**config.mk**
```make
export PLATFORM = sky130hd
export DESIGN_NAME = wb_stage
export DESIGN_NICKNAME = d
export VERILOG_FILES = /design/src/rtl/wb_stage.sv
export SDC_FILE = /design/constraint.sdc
export NUM_CORES = 1
export LEC_CHECK = 0
export ABC_CLOCK_PERIOD_IN_PS = 5960
export BUFFER_PORTS_ARGS = -buffer_cell sky130_fd_sc_hd__buf_4
export CAP_MARGIN = 40
export CORE_MARGIN = 5
export CORE_UTILIZATION = 55
export DETAILED_ROUTE_END_ITERATION = 12
export PLACE_DENSITY = 0.9
export SYNTH_ARGS = -nofsm -noshare
export SYNTH_HDL_FRONTEND = slang
export SYNTH_SLANG_ARGS = --single-unit
```
**constraint.sdc**
```tcl
create_clock -name clk -period 5.96 [get_ports clk]
set_input_delay 0.894 -clock clk [delete_from_list [all_inputs] [get_ports clk]]
set_output_delay 0.894 -clock clk [all_outputs]
set_load 0.01 [all_outputs]
```
**src/rtl/wb_stage.sv**
```systemverilog
// Write-back stage: selects ALU/load/link value, stalls on late load data, owns PC and instret.
// Optional load aligner/extender enabled by defining WB_LOAD_EXT_EN.
module wb_stage #(
   parameter int XLEN = 32,
   parameter int NREG = 32,
   parameter logic [XLEN-1:0] RESET_PC = '0,
   parameter int PC_STEP = 4,
   localparam int RA = $clog2(NREG)
) (
   input  logic            clk,
   input  logic            rst,
   input  logic            valid_i,
   output logic            ready_o,
   input  logic [RA-1:0]   rd_i,
   input  logic            rd_we_i,
   input  logic [1:0]      wb_sel_i,
   input  logic            pc_sel_i,
   input  logic [XLEN-1:0] alu_i,
   input  logic [XLEN-1:0] mem_i,
   input  logic            mem_valid_i,
   input  logic [1:0]      ld_size_i,
   input  logic            ld_unsigned_i,
   output logic            rf_we_o,
   output logic [RA-1:0]   rf_addr_o,
   output logic [XLEN-1:0] rf_data_o,
   output logic [XLEN-1:0] pc_o,
   output logic [63:0]     instret_o
);
   localparam int OW = $clog2(XLEN/8);

   typedef enum logic {IDLE, WAIT_MEM} state_t;
   state_t state_reg, state_next;

   logic [RA-1:0]   hold_rd_reg;
   logic            hold_we_reg;
   logic            hold_pcsel_reg;
   logic [XLEN-1:0] hold_alu_reg;

   logic            accept, commit, stall_go;
   logic [RA-1:0]   c_rd;
   logic            c_we, c_pcsel;
   logic [1:0]      c_wbsel;
   logic [XLEN-1:0] c_alu, mem_val, wb_val, pc_next, pc_seq;

   assign ready_o = !rst && (state_reg == IDLE);
   assign accept  = valid_i && ready_o;
   assign pc_seq  = pc_o + XLEN'(PC_STEP);

   // Commit fields come from live inputs in IDLE and from the hold registers in WAIT_MEM.
   always_comb begin
      state_next = state_reg;
      commit     = 1'b0;
      stall_go   = 1'b0;
      c_rd       = rd_i;
      c_we       = rd_we_i;
      c_wbsel    = wb_sel_i;
      c_pcsel    = pc_sel_i;
      c_alu      = alu_i;
      case (state_reg)
         IDLE: begin
            if (accept) begin
               if (wb_sel_i == 2'b01 && !mem_valid_i) begin
                  state_next = WAIT_MEM;
                  stall_go   = 1'b1;
               end else begin
                  commit = 1'b1;
               end
            end
         end
         WAIT_MEM: begin
            c_rd    = hold_rd_reg;
            c_we    = hold_we_reg;
            c_wbsel = 2'b01;
            c_pcsel = hold_pcsel_reg;
            c_alu   = hold_alu_reg;
            if (mem_valid_i) begin
               commit     = 1'b1;
               state_next = IDLE;
            end
         end
         default: state_next = IDLE;
      endcase
   end

`ifdef WB_LOAD_EXT_EN
   logic [1:0]      hold_size_reg;
   logic            hold_uns_reg;
   logic [1:0]      c_size;
   logic            c_uns;
   logic [OW-1:0]   off;
   logic [7:0]      lane [XLEN/8];
   logic [XLEN-1:0] shifted, word_ext;
   logic            unused_ext;

   assign c_size     = (state_reg == WAIT_MEM) ? hold_size_reg : ld_size_i;
   assign c_uns      = (state_reg == WAIT_MEM) ? hold_uns_reg : ld_unsigned_i;
   assign off        = c_alu[OW-1:0];
   assign shifted    = mem_i >> {off, 3'b000};
   assign unused_ext = ^shifted;

   for (genvar gi = 0; gi < XLEN/8; gi++) begin : g_lane
      assign lane[gi] = mem_i[gi*8 +: 8];
   end

   if (XLEN > 32) begin : g_word64
      assign word_ext = {{(XLEN-32){~c_uns & shifted[31]}}, shifted[31:0]};
   end else begin : g_word32
      assign word_ext = shifted;
   end

   // Misaligned half/word loads fall through as the raw word.
   always_comb begin
      mem_val = mem_i;
      case (c_size)
         2'b00: mem_val = {{(XLEN-8){~c_uns & lane[off][7]}}, lane[off]};
         2'b01: if (!off[0]) mem_val = {{(XLEN-16){~c_uns & shifted[15]}}, shifted[15:0]};
         2'b10: if (off[1:0] == 2'b00) mem_val = word_ext;
         default: mem_val = mem_i;
      endcase
   end
`else
   logic unused_ok;
   assign unused_ok = ^{ld_size_i, ld_unsigned_i};
   assign mem_val   = mem_i;
`endif

   always_comb begin
      case (c_wbsel)
         2'b01:   wb_val = mem_val;
         2'b10:   wb_val = pc_seq;
         default: wb_val = c_alu;
      endcase
      pc_next = c_pcsel ? {c_alu[XLEN-1:1], 1'b0} : pc_seq;
   end

   always_ff @(posedge clk) begin
      if (rst) begin
         state_reg      <= IDLE;
         rf_we_o        <= 1'b0;
         rf_addr_o      <= '0;
         rf_data_o      <= '0;
         pc_o           <= RESET_PC;
         instret_o      <= '0;
         hold_rd_reg    <= '0;
         hold_we_reg    <= 1'b0;
         hold_pcsel_reg <= 1'b0;
         hold_alu_reg   <= '0;
      end else begin
         state_reg <= state_next;
         rf_we_o   <= commit && c_we && (c_rd != '0);
         if (stall_go) begin
            hold_rd_reg    <= rd_i;
            hold_we_reg    <= rd_we_i;
            hold_pcsel_reg <= pc_sel_i;
            hold_alu_reg   <= alu_i;
         end
         if (commit) begin
            rf_addr_o <= c_rd;
            rf_data_o <= wb_val;
            pc_o      <= pc_next;
            instret_o <= instret_o + 64'd1;
         end
      end
   end

`ifdef WB_LOAD_EXT_EN
   always_ff @(posedge clk) begin
      if (rst) begin
         hold_size_reg <= '0;
         hold_uns_reg  <= 1'b0;
      end else if (stall_go) begin
         hold_size_reg <= ld_size_i;
         hold_uns_reg  <= ld_unsigned_i;
      end
   end
`endif

endmodule

```
==> results_dict.tcl <==
set metrics [dict create \
    status "finished clean" \
    pwr_density_cell_nw_per_um2 240 \
    timing.max_cap.violations 0 \
    synth.avg_cell_area_um2 7.76 \
    timing.final.max_slew_violations 0 \
    globalRouteTotalUtil_pct 29.8 \
    synth_area_um2 9410 \
    drt_drc_violations_left 0 \
    power.share.clock_pct 44.2 \
    die_h_um 141 \
    r2r_cells 5 \
    ys.warnings.count 0 \
    cts_buffer_depth 2 \
    min_to "hold_alu_reg[6]$_SDFFE_PP0P_" \
    antenna_violating_nets_post_route 0 \
    power.combinational.fraction_pct 12.0 \
    proportion_of_register_bits_with_asynchronous_set_or_reset_after_synthesis_pct 0 \
    reg2reg_setup_slack_ns 2.50 \
    synth_seq_area_share_pct 36.8 \
    first_iter_violations 939 \
    setup_viol 0 \
    largest_register_ffs 64 \
    swShare_pct 25.9 \
    hp-start "hold_alu_reg[6]$_SDFFE_PP0P_" \
    hold_ws_ns 0.454 \
    clkLatencyLatePin_ns 0.44 \
    cts.htree.levels 4 \
    gp_congestion 0.926 \
    required_ns 6.28 \
    worst_slack_after_detailed_placement_ns 2.28 \
    reg2reg_from "pc_o[14]$_SDFFE_PP0P_" \
    design.portCount 215 \
    cts_tree "done" \
    layout-area-overhead-vs-synth_pct 23.9 \
    post-route-util_pct 69.8 \
    portBuffers 210 \
    worst_pin_slew_ns 0.924 \
    worst_setup_hold_path_clk_slew_ns 0.07 \
    dp.final_hpwl_mm 20.6 \
    min_period_ns 3.46 \
    routed-via-count 10300 \
    wirelength_mm 30.7 \
    timing.hold.worst_path_depth 2 \
    yosys_register_bits 173 \
    grt_overflow 0 \
    pwr-share-seq_pct 43.8 \
    dieWidth_um 141 \
    unrepaired_setup_endpoints_after_global_routing "no" \
    final_nets 1440 \
    fin_crit_sh_pct 58.1 \
    design.die.area_um2 19800 \
    core_um2 16700 \
    number_of_enable_flip_flop_cells_after_synthesis 0 \
    drt_first_pass_iters 5 \
    clock.fmax_mhz 289 \
    finalSetupTns_ns 0 \
    route.detailed.vias_per_inst 6.51 \
    vdd_ir_drop_max_mv 0.214 \
    worst_hold_path_type "reg2reg" \
    clock-skew-final_ns 0.00755 \
    cts_num_sinks 173 \
    finalHoldViolCount 0 \
    worst_setup_path_start_kind "register" \
    path_max_fanout 20 \
    leakagePower_nw 4.09 \
    criticalPathCategory "reg2reg" \
    post_route_cells_drive_above_1_share_pct 19.7 \
    slew_headroom_pct 37.8 \
    total_setup_buffers_inserted_after_cts 0 \
    synth_top_flop_cell "sky130_fd_sc_hd__dfxtp_1" \
    number_of_global_route_vias_before_repair 9471 \
    grt_antenna_before_repair 0 \
    fp-row-count 47 \
    reg_to_reg_endpoint "rf_data_o[31]$_SDFFE_PP0P_" \
    ctsHoldBuffers 0 \
    power.internal_mw 2.07 \
    mappedNetlistNets 1296 \
    fin_ws_ns 2.50 \
    global_route_wire_length_before_repair_mm 48.9 \
    cp-end-kind "register" \
    grt_max_degree 76 \
    critPathArrivalTime_ns 3.78 \
    yosysUniqueCellTypes 64 \
    wl_per_cell_um 19.4 \
    root_buffer "sky130_fd_sc_hd__clkbuf_16" \
    floorplan.initialDensity_pct 56.3 \
    tritoncts.num_buffers 17 \
    post_cts_resized 0 \
    count_of_antenna_diodes_in_the_layout 0 \
    switchingPower_mw 0.725 \
    syn_inst 1212 \
]
## worst max-delay path, stage by stage (launching register included)
cell	delay, ns
sky130_fd_sc_hd__dfxtp_1	0.52
sky130_fd_sc_hd__and4_1	0.35
sky130_fd_sc_hd__nand4_1	0.73
sky130_fd_sc_hd__nor4_1	1.03
sky130_fd_sc_hd__mux2_1	0.38
sky130_fd_sc_hd__a2111oi_0	0.34
## routing by layer
layer / GRT usage [%] / part of all wire [%]
met3: 7.25 / 11
met1: 38.8 / 39
met2: 47.7 / 46
met4: 12.0 / 3.9
met5: 0 / 0
## area by class of cell
| type | count | area (µm²) |
|---|---|---|
| multi-input combinational | 915 | 5480 |
| fill | 1289 | 5040 |
| sequential | 173 | 3460 |
| timing repair buffer | 225 | 1700 |
| clock buffer | 20 | 467 |
| tap | 220 | 275 |
| clock inverter | 11 | 181 |
| inverter | 24 | 90.1 |
## layout by cell type (no fill, tap or decap), types with 4 or more instances in the layout
cell | netlist | layout
sky130_fd_sc_hd__nor4_1 | 27 | 27
sky130_fd_sc_hd__or4b_1 | 5 | 5
sky130_fd_sc_hd__o31ai_1 | 33 | 33
sky130_fd_sc_hd__buf_4 | 1 | 222
sky130_fd_sc_hd__a211oi_1 | 10 | 10
sky130_fd_sc_hd__nor3_1 | 18 | 18
sky130_fd_sc_hd__and2_1 | 4 | 4
sky130_fd_sc_hd__o31a_1 | 7 | 7
sky130_fd_sc_hd__a21oi_1 | 149 | 149
sky130_fd_sc_hd__nand2b_1 | 4 | 4
sky130_fd_sc_hd__o41ai_1 | 6 | 6
sky130_fd_sc_hd__a221oi_1 | 6 | 6
sky130_fd_sc_hd__o22ai_1 | 4 | 4
sky130_fd_sc_hd__or4_1 | 41 | 41
sky130_fd_sc_hd__bufinv_16 | 0 | 4
sky130_fd_sc_hd__xor2_1 | 5 | 5
sky130_fd_sc_hd__a311oi_1 | 18 | 18
sky130_fd_sc_hd__mux2i_1 | 52 | 51
sky130_fd_sc_hd__nand2_1 | 200 | 200
sky130_fd_sc_hd__dfxtp_1 | 173 | 172
sky130_fd_sc_hd__or3_1 | 17 | 17
sky130_fd_sc_hd__inv_1 | 24 | 24
sky130_fd_sc_hd__o32ai_1 | 4 | 4
sky130_fd_sc_hd__nand4_1 | 25 | 25
sky130_fd_sc_hd__o211ai_1 | 10 | 10
sky130_fd_sc_hd__mux2_2 | 5 | 5
sky130_fd_sc_hd__xnor2_1 | 19 | 19
sky130_fd_sc_hd__a31oi_1 | 9 | 9
sky130_fd_sc_hd__o21ai_1 | 27 | 27
sky130_fd_sc_hd__o21ai_0 | 26 | 26
sky130_fd_sc_hd__and4_1 | 16 | 16
sky130_fd_sc_hd__nand3_1 | 42 | 42
sky130_fd_sc_hd__and3_1 | 12 | 12
sky130_fd_sc_hd__clkbuf_16 | 0 | 17
sky130_fd_sc_hd__nor2_1 | 59 | 58
sky130_fd_sc_hd__mux2_1 | 4 | 4
sky130_fd_sc_hd__ha_1 | 4 | 4
## stage by stage
step           std cells  power [mW]  instance area (µm²)
4_1_cts             1587        2.79                11700
2_1_floorplan       1212        1.42                 9410
5_1_grt             1588        2.88                11700
3_5_place_dp        1556        1.57                11000
6_report            1588        2.79                11700
3_3_place_gp        1554        1.56                11000
## power groups by stage
stage / Combinational (mW) / Sequential, mW / Clock [mW]
after floorplan: 0.169 / 1.25 / 0
after global placement: 0.317 / 1.25 / 0
after detailed placement: 0.326 / 1.25 / 0
after CTS: 0.329 / 1.22 / 1.24
after global routing: 0.360 / 1.23 / 1.29
final: 0.335 / 1.22 / 1.24
## logic make-up after synthesis
group	Yosys count	share of synthesized area (%)
simple gates	486	26.2
compound gates	339	22.4
flops	173	36.8
buf+inv	124	5.17
mux	61	6.61
xor+xnor	24	2.23
fa+ha+maj	4	0.532
other cells	1	0.0399
## synthesized netlist by cell type, types with 5 or more instances
master / number / area share [%]
sky130_fd_sc_hd__or3_1: 17 / 1.1
sky130_fd_sc_hd__o41ai_1: 6 / 0.56
sky130_fd_sc_hd__xor2_1: 5 / 0.47
sky130_fd_sc_hd__o31a_1: 7 / 0.65
sky130_fd_sc_hd__o21ai_0: 26 / 1.4
sky130_fd_sc_hd__a221oi_1: 6 / 0.56
sky130_fd_sc_hd__nor2_1: 59 / 2.4
sky130_fd_sc_hd__or4_1: 41 / 3.3
sky130_fd_sc_hd__nand3_1: 42 / 2.2
sky130_fd_sc_hd__mux2_2: 5 / 0.60
sky130_fd_sc_hd__inv_1: 24 / 0.96
sky130_fd_sc_hd__nor4_1: 27 / 1.8
sky130_fd_sc_hd__o211ai_1: 10 / 0.80
sky130_fd_sc_hd__a211oi_1: 10 / 0.80
sky130_fd_sc_hd__a311oi_1: 18 / 1.7
sky130_fd_sc_hd__nand4_1: 25 / 1.7
sky130_fd_sc_hd__mux2i_1: 52 / 5.5
sky130_fd_sc_hd__or4b_1: 5 / 0.53
sky130_fd_sc_hd__buf_1: 6 / 0.24
sky130_fd_sc_hd__dfxtp_1: 173 / 37
sky130_fd_sc_hd__a21oi_1: 149 / 7.9
sky130_fd_sc_hd__and3_1: 12 / 0.80
sky130_fd_sc_hd__clkbuf_1: 79 / 3.2
sky130_fd_sc_hd__nor3_1: 18 / 0.96
sky130_fd_sc_hd__a31oi_1: 9 / 0.60
sky130_fd_sc_hd__o21ai_1: 27 / 1.4
sky130_fd_sc_hd__and4_1: 16 / 1.5
sky130_fd_sc_hd__o31ai_1: 33 / 2.6
sky130_fd_sc_hd__xnor2_1: 19 / 1.8
sky130_fd_sc_hd__buf_2: 14 / 0.75
sky130_fd_sc_hd__nand2_1: 200 / 8.0
## worst max path at each step
stage	from	end	slack, ns	cells past startpoint
6_report	pc_o[14]$_SDFFE_PP0P_	rf_data_o[31]$_SDFFE_PP0P_	2.50	5
5_1_grt	pc_o[14]$_SDFFE_PP0P_	rf_data_o[31]$_SDFFE_PP0P_	2.37	5
2_1_floorplan	state_reg$_SDFF_PP0_	rf_data_o[15]$_SDFFE_PP0P_	3.37	9
3_3_place_gp	rst	rf_data_o[8]$_SDFFE_PP0P_	2.40	7
3_5_place_dp	rst	rf_data_o[7]$_SDFFE_PP0P_	2.28	7
4_1_cts	state_reg$_SDFF_PP0_	rf_data_o[30]$_SDFFE_PP0P_	2.66	8
No activity file was read; power rests on OpenSTA's default activity.
